--- src/rtl/sensor_input_conditioner_if.sv ---
// Bundle of raw sensor/button inputs and conditioned outputs.
// slave: conditioner side (takes raw, drives filtered); master: source/consumer side.
interface sensor_input_conditioner_if;
   logic high_raw;
   logic middle_raw;
   logic low_raw;
   logic umidadeDoSolo_raw;
   logic umidadeDoAr_raw;
   logic temperatura_raw;
   logic seletor_btn_n;
   logic high;
   logic middle;
   logic low;
   logic umidadeDoSolo;
   logic umidadeDoAr;
   logic temperatura;
   logic seletor;
   logic seletor_pulse;
   logic ready;

   modport slave (
      input  high_raw, middle_raw, low_raw,
      input  umidadeDoSolo_raw, umidadeDoAr_raw, temperatura_raw,
      input  seletor_btn_n,
      output high, middle, low,
      output umidadeDoSolo, umidadeDoAr, temperatura,
      output seletor, seletor_pulse, ready
   );

   modport master (
      output high_raw, middle_raw, low_raw,
      output umidadeDoSolo_raw, umidadeDoAr_raw, temperatura_raw,
      output seletor_btn_n,
      input  high, middle, low,
      input  umidadeDoSolo, umidadeDoAr, temperatura,
      input  seletor, seletor_pulse, ready
   );
endinterface

--- src/rtl/sensor_input_conditioner.sv ---
// Synchronises and debounces tank switches, field sensors and the
// active-low page button; toggles the page select and flags startup ready.
// Ports: clk, reset (async, active-high), bus (slave: raw in, filtered out).
module sensor_input_conditioner #(
   parameter int DEBOUNCE_CYCLES = 500000,
   parameter int CNT_W           = 19
) (
   input logic clk,
   input logic reset,
   sensor_input_conditioner_if.slave bus
);
   localparam int NCH = 7;
   localparam int BTN = 6;
   // Button channel idles released (1); all others idle at 0.
   localparam logic [NCH-1:0] RST_VAL = 7'b1000000;
   localparam logic [CNT_W-1:0] DB_LAST = CNT_W'(DEBOUNCE_CYCLES - 1);
   // ready rises on the edge where the startup count reaches D+2.
   localparam logic [CNT_W-1:0] RDY_LAST = CNT_W'(DEBOUNCE_CYCLES + 1);

   logic [NCH-1:0] raw;
   logic [NCH-1:0] sync1;
   logic [NCH-1:0] sync2;
   logic [NCH-1:0] filt;
   logic [CNT_W-1:0] cnt [NCH];
   logic btn_prev;
   logic press;
   logic seletor_q;
   logic pulse_q;
   logic ready_q;
   logic [CNT_W-1:0] start_cnt;

   assign raw = {bus.seletor_btn_n,
                 bus.temperatura_raw,
                 bus.umidadeDoAr_raw,
                 bus.umidadeDoSolo_raw,
                 bus.low_raw,
                 bus.middle_raw,
                 bus.high_raw};

   always_ff @(posedge clk or posedge reset) begin
      if (reset) begin
         sync1 <= RST_VAL;
         sync2 <= RST_VAL;
         filt  <= RST_VAL;
         for (int i = 0; i < NCH; i++) begin
            cnt[i] <= '0;
         end
      end else begin
         sync1 <= raw;
         sync2 <= sync1;
         for (int i = 0; i < NCH; i++) begin
            if (sync2[i] == filt[i]) begin
               cnt[i] <= '0;
            end else if (cnt[i] == DB_LAST) begin
               filt[i] <= sync2[i];
               cnt[i]  <= '0;
            end else begin
               cnt[i] <= cnt[i] + CNT_W'(1);
            end
         end
      end
   end

   // Press = filtered button falling edge, seen one cycle later.
   assign press = btn_prev & ~filt[BTN];

   always_ff @(posedge clk or posedge reset) begin
      if (reset) begin
         btn_prev  <= 1'b1;
         pulse_q   <= 1'b0;
         seletor_q <= 1'b0;
      end else begin
         btn_prev <= filt[BTN];
         pulse_q  <= press;
         if (press) begin
            seletor_q <= ~seletor_q;
         end
      end
   end

   always_ff @(posedge clk or posedge reset) begin
      if (reset) begin
         start_cnt <= '0;
         ready_q   <= 1'b0;
      end else if (!ready_q) begin
         start_cnt <= start_cnt + CNT_W'(1);
         if (start_cnt == RDY_LAST) begin
            ready_q <= 1'b1;
         end
      end
   end

   assign bus.high          = filt[0];
   assign bus.middle        = filt[1];
   assign bus.low           = filt[2];
   assign bus.umidadeDoSolo = filt[3];
   assign bus.umidadeDoAr   = filt[4];
   assign bus.temperatura   = filt[5];
   assign bus.seletor       = seletor_q;
   assign bus.seletor_pulse = pulse_q;
   assign bus.ready         = ready_q;
endmodule

--- src/flat_wrapper.sv ---
// flat-port wrapper written by rule: the top's interface ports become plain ports
module sensor_input_conditioner_flat 
#(
   parameter int DEBOUNCE_CYCLES = 500000,
   parameter int CNT_W           = 19
)
  (clk, reset, bus_high_raw, bus_middle_raw, bus_low_raw, bus_umidadeDoSolo_raw, bus_umidadeDoAr_raw, bus_temperatura_raw, bus_seletor_btn_n, bus_high, bus_middle, bus_low, bus_umidadeDoSolo, bus_umidadeDoAr, bus_temperatura, bus_seletor, bus_seletor_pulse, bus_ready);
  sensor_input_conditioner_if bus_i ();
  input logic clk;
  input logic reset;
  input wire logic [$bits(bus_i.high_raw)-1:0] bus_high_raw;
  input wire logic [$bits(bus_i.middle_raw)-1:0] bus_middle_raw;
  input wire logic [$bits(bus_i.low_raw)-1:0] bus_low_raw;
  input wire logic [$bits(bus_i.umidadeDoSolo_raw)-1:0] bus_umidadeDoSolo_raw;
  input wire logic [$bits(bus_i.umidadeDoAr_raw)-1:0] bus_umidadeDoAr_raw;
  input wire logic [$bits(bus_i.temperatura_raw)-1:0] bus_temperatura_raw;
  input wire logic [$bits(bus_i.seletor_btn_n)-1:0] bus_seletor_btn_n;
  output wire logic [$bits(bus_i.high)-1:0] bus_high;
  output wire logic [$bits(bus_i.middle)-1:0] bus_middle;
  output wire logic [$bits(bus_i.low)-1:0] bus_low;
  output wire logic [$bits(bus_i.umidadeDoSolo)-1:0] bus_umidadeDoSolo;
  output wire logic [$bits(bus_i.umidadeDoAr)-1:0] bus_umidadeDoAr;
  output wire logic [$bits(bus_i.temperatura)-1:0] bus_temperatura;
  output wire logic [$bits(bus_i.seletor)-1:0] bus_seletor;
  output wire logic [$bits(bus_i.seletor_pulse)-1:0] bus_seletor_pulse;
  output wire logic [$bits(bus_i.ready)-1:0] bus_ready;
  assign bus_i.high_raw = bus_high_raw;
  assign bus_i.middle_raw = bus_middle_raw;
  assign bus_i.low_raw = bus_low_raw;
  assign bus_i.umidadeDoSolo_raw = bus_umidadeDoSolo_raw;
  assign bus_i.umidadeDoAr_raw = bus_umidadeDoAr_raw;
  assign bus_i.temperatura_raw = bus_temperatura_raw;
  assign bus_i.seletor_btn_n = bus_seletor_btn_n;
  assign bus_high = bus_i.high;
  assign bus_middle = bus_i.middle;
  assign bus_low = bus_i.low;
  assign bus_umidadeDoSolo = bus_i.umidadeDoSolo;
  assign bus_umidadeDoAr = bus_i.umidadeDoAr;
  assign bus_temperatura = bus_i.temperatura;
  assign bus_seletor = bus_i.seletor;
  assign bus_seletor_pulse = bus_i.seletor_pulse;
  assign bus_ready = bus_i.ready;
  sensor_input_conditioner #(.DEBOUNCE_CYCLES(DEBOUNCE_CYCLES), .CNT_W(CNT_W)) u_core (.clk(clk), .reset(reset), .bus(bus_i));
endmodule
--- config.mk ---
export PLATFORM = sky130hd
export DESIGN_NAME = sensor_input_conditioner_flat
export DESIGN_NICKNAME = d
export VERILOG_FILES = /design/src/rtl/sensor_input_conditioner_if.sv /design/src/rtl/sensor_input_conditioner.sv /design/src/flat_wrapper.sv
export SDC_FILE = /design/constraint.sdc
export NUM_CORES = 1
export LEC_CHECK = 0
export ABC_AREA = 1
export CAP_MARGIN = 20
export CORE_ASPECT_RATIO = 0.6
export CORE_MARGIN = 10
export CORE_UTILIZATION = 50
export CTS_BUF_LIST = sky130_fd_sc_hd__clkbuf_4
export CTS_CLUSTER_SIZE = 24
export DETAILED_ROUTE_END_ITERATION = 8
export PLACE_DENSITY = 0.66
export SYNTH_ARGS = -nofsm -noshare
export SYNTH_HDL_FRONTEND = slang
export SYNTH_SLANG_ARGS = --single-unit
--- constraint.sdc ---
create_clock -name clk -period 9.7 [get_ports clk]
set_clock_uncertainty 0.05 [all_clocks]
set_input_delay 0.97 -clock clk [delete_from_list [all_inputs] [get_ports clk]]
set_output_delay 0.97 -clock clk [all_outputs]
set_load 0.03 [all_outputs]
==> impl_metrics.ini <==
[timing]
finalHoldViolations = 0
final-setup-viol-count = 0
timing_worst_slew_pin_value_ps = 820.6
final.min_clock_period_ps = 2772
max-slew-margin-rel_pct = 45.30
fin_worst_hold_slack_ps = 303.9
grt_setup_unrepaired = false
timing.fmax_mhz = 360.7
min_period_over_period_pct = 28.58
layout_setup_ws_ps = 6928
slew_viol_final = 0
finalSetupTns_ps = 0

[clock_network]
cts_repair_resize_count = 0
cts_max_level = 4
clock_slew_at_reported_path_ffs_ps = 170
tritoncts_clock_tree = done
root_buffer = clkbuf_4
cts-root-to-sink-buffers = 2
postCtsSetupBuffers = 0
cts.hold.buffers_added = 0
cts_sinks = 177
clock_latency_ps = 590
tritoncts_buffers = 17

[detailed_routing]
route.antenna.remaining_nets = 0
drtPass1Iterations = 7
route.final.wire_length_mm = 19.14
vias = 7641
detail_route.drc_violations = 0
iter_0_drt_violations = 701
routed_wire_length_per_instance_um = 12.15
avgViaCountPerCell = 4.851

[floorplan]
placeableCoreArea_sq_um = 18930
die_x_um = 198.7
ios = 18
initial_standard_cell_utilization_of_the_core_pct = 50.61
fp.dieArea_sq_um = 25280
die_height_um = 127.2
core.rowCount = 39

[yosys]
synth-seq-cells = 177
yosys_warnings = 0
primary_ff_master_synth = dfrtp_1
seq_area_frac_synth_pct = 46.27
postSynthCellCount = 1282
distinct_cell_type_count_after_synthesis = 34
number_of_enable_type_register_cells_in_the_synthesized_netlist = 0
synth_fp_nets = 1300
ys_async_sr_fraction_pct = 100.0
avgSynthCellArea_sq_um = 7.475
syn-cell-area_sq_um = 9583

[global_routing]
grt_use_met2_pct = 21.05
first_global_vias = 7106
grt_first_pass_wirelength_mm = 34.03
globalRouteOverflowTotal = 0
met3_usage_pct = 3.985
grtUsageTotal_pct = 16.18
antenna_found_initial = 0
gr-usage-met1_pct = 25.77
grt_max_degree = 122
grt_max_usage_layer = met1

[critical_path]
cp.arrival_ps = 1750
timing.rr.start = u_core.filt[6]
crit_chain = clkdlybuf4s50_1
path_delay_family = buffers and inverters
cp_data_required_time_ps = 8680
cp_max_fo = 6
nature_of_the_critical_path_startpoint = register
timing.critical_path.slowest_cell_delay_ps = 710
worstPathBufferInverterCount = 1
cp-startpoint = u_core.bus.ready
timing.critical_path.to_type = output pin
slowest_stage = clkdlybuf4s50_1
critPathKind = register to output pin

[cells_and_area]
drive_gt1_share_pct = 7.524
area_growth_syn_to_layout_pct = 8.226
nets = 1334
antenna-diode-count = 0

[pwr]
worst_ir_drop_vdd_mv = 0.09730
cellLeakagePower_nw = 4.511
p_per_area_nw_per_um2 = 119.5

[flow_run]
timing.max_cap.violations = 0

[worst_hold_path]
worstHoldStart = u_core.sync1[6]
worstHoldPathType = register to register

[placement]
hpwlAfterDp_mm = 13.99
place_ws_ps = 6734
numPortBuffers = 17
gp_routability_congestion = 0.8588

[outcome]
run_status = finished clean
==> power breakdown <==
group          internal [mW]  switching (mW)
Combinational         0.0120          0.0325
Sequential             0.748         0.00697
Clock                  0.164           0.276
==> layout make-up <==
type / count / area, sq um
sequential: 177 / 4434
timing repair buffer: 19 / 185.2
clock inverter: 14 / 173.9
clock buffer: 18 / 135.1
fill: 1831 / 8562
inverter: 158 / 600.6
tap: 246 / 307.8
multi-input combinational: 943 / 4534
==> placed cells by master, fill, tap and decap left out, types with 9 or more instances in the layout <==
| cell type | n |
|---|---|
| a21oi_1 | 26 |
| clkbuf_4 | 18 |
| clkdlybuf4s50_1 | 17 |
| dfrtp_1 | 173 |
| ha_1 | 9 |
| inv_1 | 150 |
| nand2_1 | 258 |
| nand2_2 | 17 |
| nand3_1 | 97 |
| nand4_1 | 16 |
| nor2_1 | 346 |
| nor2_2 | 19 |
| nor2_4 | 9 |
| nor3_1 | 17 |
| o21ai_0 | 19 |
| xnor2_1 | 26 |
| xor2_1 | 50 |
==> synth_stat cells (17+ instances only) <==
| cell type | number | area, sq um |
|---|---|---|
| dfrtp_1 | 173 | 4329 |
| a21oi_1 | 26 | 130.1 |
| nor3_1 | 17 | 85.08 |
| inv_1 | 151 | 566.8 |
| nand3_1 | 97 | 485.5 |
| nor2_1 | 346 | 1299 |
| nand2_2 | 17 | 106.4 |
| o21ai_0 | 19 | 95.09 |
| xnor2_1 | 26 | 227.7 |
| nand2_1 | 258 | 968.4 |
| xor2_1 | 50 | 437.9 |
| nor2_2 | 19 | 118.9 |
==> metrics by stage <==
stage,instances,power [mW],utilization [%],cell area [sq um]
final,1575,1.240,54.78,10370
after global placement,1542,0.8141,53.11,10050
after CTS,1574,1.262,54.74,10360
after floorplan,1282,0.7986,-,9583
after global routing,1575,1.301,54.78,10370
after detailed placement,1542,0.8150,53.11,10050
==> worst paths after layout <==
kind,end,depth (start not counted),slack [ps]
min reg2reg,u_core.sync2[6],0,300
max,bus_ready,1,6930
max reg2reg,u_core.cnt[7],3,8030
max in group asynchronous,u_core.cnt[64],3,7430
min in group asynchronous,u_core.cnt[113],2,870
min,u_core.sync2[6],0,300
==> cell families (layout without fill, tap and decap cells) <==
family | count (synthesis) | count (layout) | synth area share [%]
AOI/OAI and AO/OA | 53 | 53 | 2.964
DFF | 177 | 177 | 46.27
adders and majority gates | 9 | 9 | 1.175
and+or+nand+nor | 804 | 804 | 36.06
buffers and inverters | 162 | 209 | 6.411
xor gates and xnor gates | 77 | 77 | 7.116
==> worst reg2reg max path: stages, from the launching register on <==
cell,delay [ps]
dfstp_2,610
xor2_1,470
inv_2,210
nor3b_1,230
==> state kept, by name, summed over array words and instances (netlist names) <==
| name | cells |
|---|---|
| u_core.cnt | 133 |
| u_core.start_cnt | 19 |
| u_core.filt | 7 |
| u_core.sync1 | 7 |
| u_core.sync2 | 7 |
| u_core.btn_prev | 1 |
| u_core.bus.ready | 1 |
| u_core.bus.seletor | 1 |
| u_core.bus.seletor_pulse | 1 |
==> per-layer routing <==
| metal | part of all wire (%) | vias to the layer above |
|---|---|---|
| li1 | - | 4035 |
| met4 | 0.87 | 0 |
| met3 | 5.2 | 17 |
| met1 | 56 | 3431 |
| met2 | 37 | 158 |
| met5 | 0 | - |
No activity file was read; power rests on OpenSTA's default activity.
